File: src/rtl/immgen_pkg.sv
// Shared constants for the registered immediate generator.
package immgen_pkg;

   // Immediate selector encodings presented on in_imm_type.
   localparam logic [2:0] IMM_I   = 3'd0;
   localparam logic [2:0] IMM_S   = 3'd1;
   localparam logic [2:0] IMM_B   = 3'd2;
   localparam logic [2:0] IMM_U   = 3'd3;
   localparam logic [2:0] IMM_J   = 3'd4;
   localparam logic [2:0] IMM_Z   = 3'd5;
   localparam logic [2:0] IMM_SH  = 3'd6;
   localparam logic [2:0] IMM_ILL = 3'd7;

   // Shift-amount field width: RV64 shifts use 6 bits, RV32 shifts use 5.
   function automatic int unsigned sh_width(input int unsigned xlen);
      return (xlen == 64) ? 6 : 5;
   endfunction

endpackage

File: src/rtl/immgen_core.sv
// Combinational immediate extraction from a raw instruction word.
module immgen_core
   import immgen_pkg::*;
#(
   parameter int XLEN = 32
) (
   input  logic [31:0]     inst,
   input  logic [2:0]      imm_type,
   output logic [XLEN-1:0] imm,
   output logic            illegal
);

   localparam int unsigned SH_W = sh_width(XLEN);

   logic [5:0] sh_field;
   logic       unused_opcode;

   // The opcode bits never contribute to any immediate.
   assign unused_opcode = ^inst[6:0];

   // On RV32 the top shamt bit is not part of the shift amount.
   assign sh_field = (SH_W == 6) ? inst[25:20] : {1'b0, inst[24:20]};

   // Select and extend the immediate; size casts of signed operands sign-extend.
   always_comb begin
      imm     = '0;
      illegal = 1'b0;
      case (imm_type)
         IMM_I:   imm = XLEN'($signed(inst[31:20]));
         IMM_S:   imm = XLEN'($signed({inst[31:25], inst[11:7]}));
         IMM_B:   imm = XLEN'($signed({inst[31], inst[7], inst[30:25], inst[11:8], 1'b0}));
         IMM_U:   imm = XLEN'($signed({inst[31:12], 12'b0}));
         IMM_J:   imm = XLEN'($signed({inst[31], inst[19:12], inst[20], inst[30:21], 1'b0}));
         IMM_Z:   imm = XLEN'(inst[19:15]);
         IMM_SH:  imm = XLEN'(sh_field);
         default: illegal = 1'b1;
      endcase
   end

endmodule

File: src/rtl/immgen_pipe.sv
// Registered immediate generator with a 2-entry skid buffer between
// decode and execute.
//
// Handshake: an item moves across a port on every rising edge where its
// valid and ready are both high. A producer holds valid, payload and tag
// stable while valid is high and ready is low. in_ready is the inverted
// skid-valid flop, so it never depends combinationally on out_ready.
module immgen_pipe
   import immgen_pkg::*;
#(
   parameter int XLEN  = 32,
   parameter int TAG_W = 8
) (
   input  logic             clk,
   input  logic             rst_n,
   input  logic             flush,
   input  logic             in_valid,
   output logic             in_ready,
   input  logic [31:0]      in_inst,
   input  logic [2:0]       in_imm_type,
   input  logic [TAG_W-1:0] in_tag,
   output logic             out_valid,
   input  logic             out_ready,
   output logic [XLEN-1:0]  out_imm,
   output logic [TAG_W-1:0] out_tag,
   output logic             out_illegal
);

   if (XLEN != 32 && XLEN != 64) begin : g_bad_xlen
      $error("immgen_pipe: XLEN must be 32 or 64");
   end

   logic [XLEN-1:0]  new_imm;
   logic             new_ill;

   // Output register (OR) and skid register (SR).
   logic             or_valid_q, or_valid_d;
   logic [XLEN-1:0]  or_imm_q,   or_imm_d;
   logic [TAG_W-1:0] or_tag_q,   or_tag_d;
   logic             or_ill_q,   or_ill_d;
   logic             sr_valid_q, sr_valid_d;
   logic [XLEN-1:0]  sr_imm_q,   sr_imm_d;
   logic [TAG_W-1:0] sr_tag_q,   sr_tag_d;
   logic             sr_ill_q,   sr_ill_d;

   logic             in_fire;
   logic             or_fire;
   logic             or_free;

   immgen_core #(.XLEN(XLEN)) u_core (
      .inst     (in_inst),
      .imm_type (in_imm_type),
      .imm      (new_imm),
      .illegal  (new_ill)
   );

   assign in_ready    = !sr_valid_q;
   assign out_valid   = or_valid_q;
   assign out_imm     = or_imm_q;
   assign out_tag     = or_tag_q;
   assign out_illegal = or_ill_q;

   // Anything offered during a flush is dropped, so it never counts as accepted.
   assign in_fire = in_valid && !sr_valid_q && !flush;
   assign or_fire = or_valid_q && out_ready;
   assign or_free = !or_valid_q || or_fire;

   // Next-state for OR/SR: flush wins, then refill OR from SR, then from input.
   always_comb begin
      or_valid_d = or_valid_q;
      or_imm_d   = or_imm_q;
      or_tag_d   = or_tag_q;
      or_ill_d   = or_ill_q;
      sr_valid_d = sr_valid_q;
      sr_imm_d   = sr_imm_q;
      sr_tag_d   = sr_tag_q;
      sr_ill_d   = sr_ill_q;
      if (flush) begin
         or_valid_d = 1'b0;
         sr_valid_d = 1'b0;
      end else if (or_free) begin
         if (sr_valid_q) begin
            // SR holds the older item; in_ready is low so nothing new arrives.
            or_valid_d = 1'b1;
            or_imm_d   = sr_imm_q;
            or_tag_d   = sr_tag_q;
            or_ill_d   = sr_ill_q;
            sr_valid_d = 1'b0;
         end else if (in_fire) begin
            or_valid_d = 1'b1;
            or_imm_d   = new_imm;
            or_tag_d   = in_tag;
            or_ill_d   = new_ill;
         end else begin
            or_valid_d = 1'b0;
         end
      end else if (in_fire) begin
         // OR is stalled, park the new item in SR.
         sr_valid_d = 1'b1;
         sr_imm_d   = new_imm;
         sr_tag_d   = in_tag;
         sr_ill_d   = new_ill;
      end
   end

   // State registers with asynchronous reset.
   always_ff @(posedge clk or negedge rst_n) begin
      if (!rst_n) begin
         or_valid_q <= 1'b0;
         or_imm_q   <= '0;
         or_tag_q   <= '0;
         or_ill_q   <= 1'b0;
         sr_valid_q <= 1'b0;
         sr_imm_q   <= '0;
         sr_tag_q   <= '0;
         sr_ill_q   <= 1'b0;
      end else begin
         or_valid_q <= or_valid_d;
         or_imm_q   <= or_imm_d;
         or_tag_q   <= or_tag_d;
         or_ill_q   <= or_ill_d;
         sr_valid_q <= sr_valid_d;
         sr_imm_q   <= sr_imm_d;
         sr_tag_q   <= sr_tag_d;
         sr_ill_q   <= sr_ill_d;
      end
   end

endmodule

File: config.mk
export PLATFORM = sky130hd
export DESIGN_NAME = immgen_pipe
export DESIGN_NICKNAME = d
export VERILOG_FILES = /design/src/rtl/immgen_pkg.sv /design/src/rtl/immgen_core.sv /design/src/rtl/immgen_pipe.sv
export SDC_FILE = /design/constraint.sdc
export NUM_CORES = 1
export LEC_CHECK = 0
export BUFFER_PORTS_ARGS = -buffer_cell sky130_fd_sc_hd__buf_4
export CORE_MARGIN = 4
export CORE_UTILIZATION = 30
export DETAILED_ROUTE_END_ITERATION = 12
export GPL_ROUTABILITY_DRIVEN = 0
export PLACE_DENSITY = 0.49
export SKIP_LAST_GASP = 1
export SYNTH_ARGS = -nofsm -noshare
export SYNTH_HDL_FRONTEND = slang
export SYNTH_SLANG_ARGS = --single-unit
File: constraint.sdc
create_clock -name clk -period 1.7 [get_ports clk]
set_input_delay 0.17 -clock clk [delete_from_list [all_inputs] [get_ports clk]]
set_output_delay 0.17 -clock clk [all_outputs]
set_load 0.01 [all_outputs]
### Word level (Yosys, flattened, before mapping)

Cells that the tools add are included.

* latch bits: 0
* memories kept: 0
* bits in read-only memories: 0
* register bits: 84
* input bits: 48
* bits in writable memories: 0
* logic and storage cells: 45
* output and inout port bits: 43

* $mul: 0
* div/mod/pow operators: 0
* shift operators: 0
* mux-type cells: 15
* add/sub/neg operators: 0
* bitwise logic cells: 2
* reduce and logical (&&, ||, !) cells: 14
* equality and inequality tests: 6
* order comparisons: 0

Operators by type and width (count)
* 32-bit case mux with 7 select lines: 1
* 32-bit two-way mux: 2
* 8-bit two-way mux: 2
* 1-bit two-way mux: 10
* 3-bit equality test, second input constant: 3
* 7-bit OR reduction: 1
* 3-bit by 2-bit equality test with 1-bit output, second input constant: 2
* 3-bit AND reduction: 2
* 2-bit nonzero test: 2
* 3-bit by 1-bit equality test with 1-bit output, second input constant: 1
* 1-bit logical AND: 3
* 1-bit zero test: 3
* 3-bit zero test: 1
* 3-bit nonzero test: 1
* 1-bit inverter: 2
* 1-bit logical OR: 1

### Logic depth before layout (Yosys ltp)

* depth after elaboration: 7
* depth in mapped cells: 6
* depth with buffers taken out: 4

### Cells and area by module

From an unflattened synthesis, not the netlist that was laid out.

* cell total of the unflattened synthesis: 314
* area, all modules: 4388.0 µm²

By module, submodules not included
* immgen_pipe: cells an instance 228, instances 1, seq. area each 2102.0 µm², area an instance 3773.6 µm²
* immgen_core: cells an instance 86, instances 1, seq. area each 0.0 µm², area an instance 614.3 µm²

### Least setup slack after synthesis

Ideal clock, no wire load.

* path type: register -> register
* from: register or_valid_q (netlist: out_valid)
* to: register or_imm_q[10] (netlist: out_imm[10])
* setup slack: 0.221 ns
* cell stages (with the launch flop): 5
* period minus slack after synthesis: 1.479 ns
* arrival: 1.355 ns
* library setup time: 0.125 ns
* path buffers: 1
* data required time: 1.575 ns
* cell sequence: dfrtp_1 nor2b_4 nor3_4 buf_2 mux2_2

* cells in the longest elaborated chain, start to end: 3
* elaborated cells between the ends (all ways): 4
* classes of those cells: reduce/logical: 4

Ends and longest elaborated chain
* start, declared: line immgen_pipe.sv:37 `logic or_valid_q, or_valid_d;`
* start signal, assigned: line immgen_pipe.sv:118 `or_valid_q <= or_valid_d;`
* 1-bit zero test or 1-bit logical AND (tied branches): line immgen_pipe.sv:66, immgen_pipe.sv:65
* 1-bit logical OR *: line immgen_pipe.sv:66 `assign or_free = !or_valid_q || or_fire;`
* 3-bit AND reduction (no line) *
* end signal, assigned: line immgen_pipe.sv:119 `or_imm_q <= or_imm_d;`
* end, declared: line immgen_pipe.sv:38 `logic [XLEN-1:0] or_imm_q, or_imm_d;`

Every way passes the cells marked *; elsewhere a longest branch is shown, timed or not.
A chain may end at the register's enable or synchronous reset.

### Worst setup path after layout

* from: register sr_valid_q
* to: output in_ready

* cells in the longest elaborated chain, start to end: 1

Ends and longest elaborated chain
* start, declared: line immgen_pipe.sv:41 `logic sr_valid_q, sr_valid_d;`
* start signal, assigned: line immgen_pipe.sv:122 `sr_valid_q <= sr_valid_d;`
* 1-bit zero test: line immgen_pipe.sv:57 `assign in_ready = !sr_valid_q;`
* end, declared: line immgen_pipe.sv:18 `output logic in_ready,`

No other way between the ends.

==> results.py <==
metrics = {
    "run_status": {
        "outcome": "finished, final reports clean",
    },
    "hold_path": {
        "worst_hold_path.endpoint": "out_valid$_DFFE_PN0N_",
        "worstHoldStart": "flush",
        "min_path_cells": 2,
        "hold_class": "in2reg",
    },
    "routing": {
        "firstDrtPassIters": 5,
        "routedWlPerCell_um": 15.9,
        "drc_errors": 0,
        "via_count": 3486,
        "vias_per_cell": 4.97,
        "ant_nets": 0,
        "drt_iter0_markers": 328,
        "drt-total-wl_mm": 11.2,
    },
    "grt": {
        "grt_pass1_wl_mm": 18.6,
        "grt_start_max_net_pins": 56,
        "track_usage": 0.150,
        "antenna_found_initial": 0,
        "grt_pass1_vias": 3468,
        "grt_overflow_total": 0,
    },
    "place": {
        "placed_cells": 685,
        "hpwl_mm": 7.69,
        "io_buffers": 83,
        "post_dp_cell_area_um2": 4920,
    },
    "setup_path": {
        "cp_max_fo": 12,
        "crit_top_cell": "buf_4",
        "crit_path_end_kind": "output pin",
        "required_ns": 1.53,
        "cp-start-kind": "register",
        "worstSetupPathType": "reg2out",
        "crit_chain": "buf_4 -> inv_1 -> buf_4 -> buf_4",
        "worst_ep_arrival_time_ns": 1.36,
        "timing.rr.start": "out_valid$_DFFE_PN0N_",
        "critPathMaxStageDelay_ns": 0.39,
        "worstRegToRegCells": 5,
        "slowest_stage": "dfrtp_1",
        "path_buf_inv": 4,
        "crit-reg2reg-capture": "out_imm[17]$_DFFE_PN0P_",
        "r2r_setup_slack_ns": 0.24,
        "cp_top_family": "buffers and inverters",
    },
    "floorplan": {
        "std_cell_rows": 42,
        "die_height_um": 125,
        "initial_core_util": 0.307,
        "die_area_um2": 15500,
        "design.core.area_um2": 13300,
        "io_pins": 91,
        "die_x_um": 125,
    },
    "clocking": {
        "hold_buffers": 1,
        "clock_path_buffers": 2,
        "cts_max_level": 3,
        "clk_pin_slew_worst_paths_ns": 0.06,
        "clkLatencyLatePin_ns": 0.34,
        "postCtsSetupBuffers": 0,
        "cts-buffers-inserted": 9,
        "root_buffer": "clkbuf_16",
        "cts.sinks": 84,
        "cts_tree": "yes",
        "post_cts_resized": 0,
    },
    "synth": {
        "post_synth.cell_area_avg_um2": 9.17,
        "synth.distinct_cells": 35,
        "ys_seq_elements": 84,
        "ys_warn_count": 0,
        "syn-num-nets": 493,
        "seq_area_frac_synth": 0.515,
        "synth_cells": 445,
        "syn_area_um2": 4080,
    },
    "timing": {
        "finalClockSkew_ns": 0.00606,
        "setup_violations": 0,
        "fin_crit_sh": 0.901,
        "rsz0062_at_grt": "false",
        "fin_tns_setup_ns": 0,
        "slew_viol_final": 0,
        "hold_viol_final": 0,
        "relSlewSlack": 0.669,
        "tightest_slew_ns": 0.497,
        "period_needed_ns": 1.53,
        "hold_ws_ns": 0.0372,
        "max_freq_mhz": 653,
    },
    "pwr": {
        "irDropWorstVdd_uv": 558,
        "leakagePower_uw": 0.00231,
        "p_per_area_nw_per_um2": 1070,
    },
    "layout": {
        "layout-drive-gt1-share": 0.259,
        "fin_cells": 702,
        "syn_to_final_growth_pct": 27.8,
        "antenna_cells": 0,
        "final_util": 0.393,
        "multi_input_area_um2": 1790,
        "final_area_um2": 5220,
        "nNetsFinal": 569,
        "fillers": 1366,
        "seq_area_um2": 2100,
    },
    "run": {
        "max_cap_viol_count": 0,
    },
}
cell type report:
class | count | area share
flip-flops and latches | 84 | 0.403
inverters | 2 | 0.00144
multi-input cells | 322 | 0.342
clock inverters | 5 | 0.0101
repair buffers | 102 | 0.157
clock buffers | 11 | 0.0446
well taps | 176 | 0.0422
cell usage after synthesis:
library cell	number	area (um^2)
o211ai_1	14	105
nand3_2	1	10.0
nor2b_4	1	13.8
nand2b_1	9	56.3
nand3b_1	12	90.1
nor3b_1	2	15.0
maj3_2	1	11.3
nand3_1	23	115
nor3_1	1	5.00
nor2_1	20	75.1
clkbuf_1	15	56.3
buf_2	15	75.1
mux2_2	15	169
nand4_1	1	6.26
o21ai_2	1	8.76
a31oi_1	1	6.26
nor3_4	1	16.3
nand2_1	80	300
and3b_1	1	8.76
buf_1	1	3.75
a21oi_1	44	220
o21ai_1	35	175
and2_1	1	6.26
o21a_1	1	7.51
o21ai_0	37	185
buf_6	2	22.5
nor2_2	1	6.26
buf_4	4	30.0
a211oi_1	4	30.0
or3_1	1	6.26
dfrtp_1	84	2100
a221oi_1	1	8.76
inv_1	2	7.51
a21o_1	1	7.51
mux2i_1	12	120
per-stage QoR:
step | setup slack [ns] | power, uW
floorplan | 0.221 | 3140
global placement | 0.261 | 3680
detailed placement | 0.248 | 3720
CTS | 0.150 | 5680
global route | 0.0629 | 5930
finish | 0.168 | 5580
routing by layer:
layer | routed length [um] | up-vias | part of all wire | track usage
met3 | 623 | 13 | 0.056 | 0.0416
met5 | 0 | - | 0 | 0
met2 | 5250 | 96 | 0.47 | 0.234
li1 | - | 1693 | - | -
met4 | 141 | 0 | 0.013 | 0.0393
met1 | 5160 | 1684 | 0.46 | 0.205
worst max-delay path by stage:
stage,from,to,cells past startpoint
3_5_place_dp,out_valid$_DFFE_PN0N_,out_imm[15]$_DFFE_PN0P_,5
4_1_cts,sr_valid_q$_DFFE_PN0P_,in_ready,4
2_1_floorplan,out_valid$_DFFE_PN0N_,out_imm[10]$_DFFE_PN0P_,4
3_3_place_gp,sr_valid_q$_DFFE_PN0P_,sr_tag_q[0]$_DFFE_PN0P_,5
5_1_grt,sr_valid_q$_DFFE_PN0P_,in_ready,4
6_report,sr_valid_q$_DFFE_PN0P_,in_ready,4
kinds of logic after synthesis:
| family | count (synthesis) | synth area share |
|---|---|---|
| DFF | 84 | 0.515 |
| and+or+nand+nor | 155 | 0.179 |
| adders and majority gates | 1 | 0.00276 |
| muxes | 27 | 0.0708 |
| buffers and inverters | 39 | 0.0478 |
| AOI/OAI and AO/OA | 139 | 0.185 |
cells in the final DEF, fill, tap and decap left out, types with 2 or more instances in the layout:
cell type / n
buf_4: 97
dfrtp_1: 84
nand2_1: 80
a21oi_1: 44
o21ai_0: 37
o21ai_1: 35
nand3_1: 23
nor2_1: 20
mux2_2: 15
o211ai_1: 14
mux2i_1: 12
nand3b_1: 12
nand2b_1: 9
clkbuf_16: 9
a211oi_1: 4
buf_12: 4
clkinv_2: 3
inv_1: 2
nor3b_1: 2
clkbuf_1: 2
where the power goes:
group	switching (uW)	internal (uW)	leakage, uW
logic	570	542	0.00109
clock network	787	1130	0.000139
registers	190	2360	0.00108
flip-flops by register name (all words and copies together) (netlist names):
signal / cells
out_illegal: 1
out_imm: 32
out_tag: 8
out_valid: 1
sr_ill_q: 1
sr_imm_q: 32
sr_tag_q: 8
sr_valid_q: 1
(Power assumes the default switching activity.)
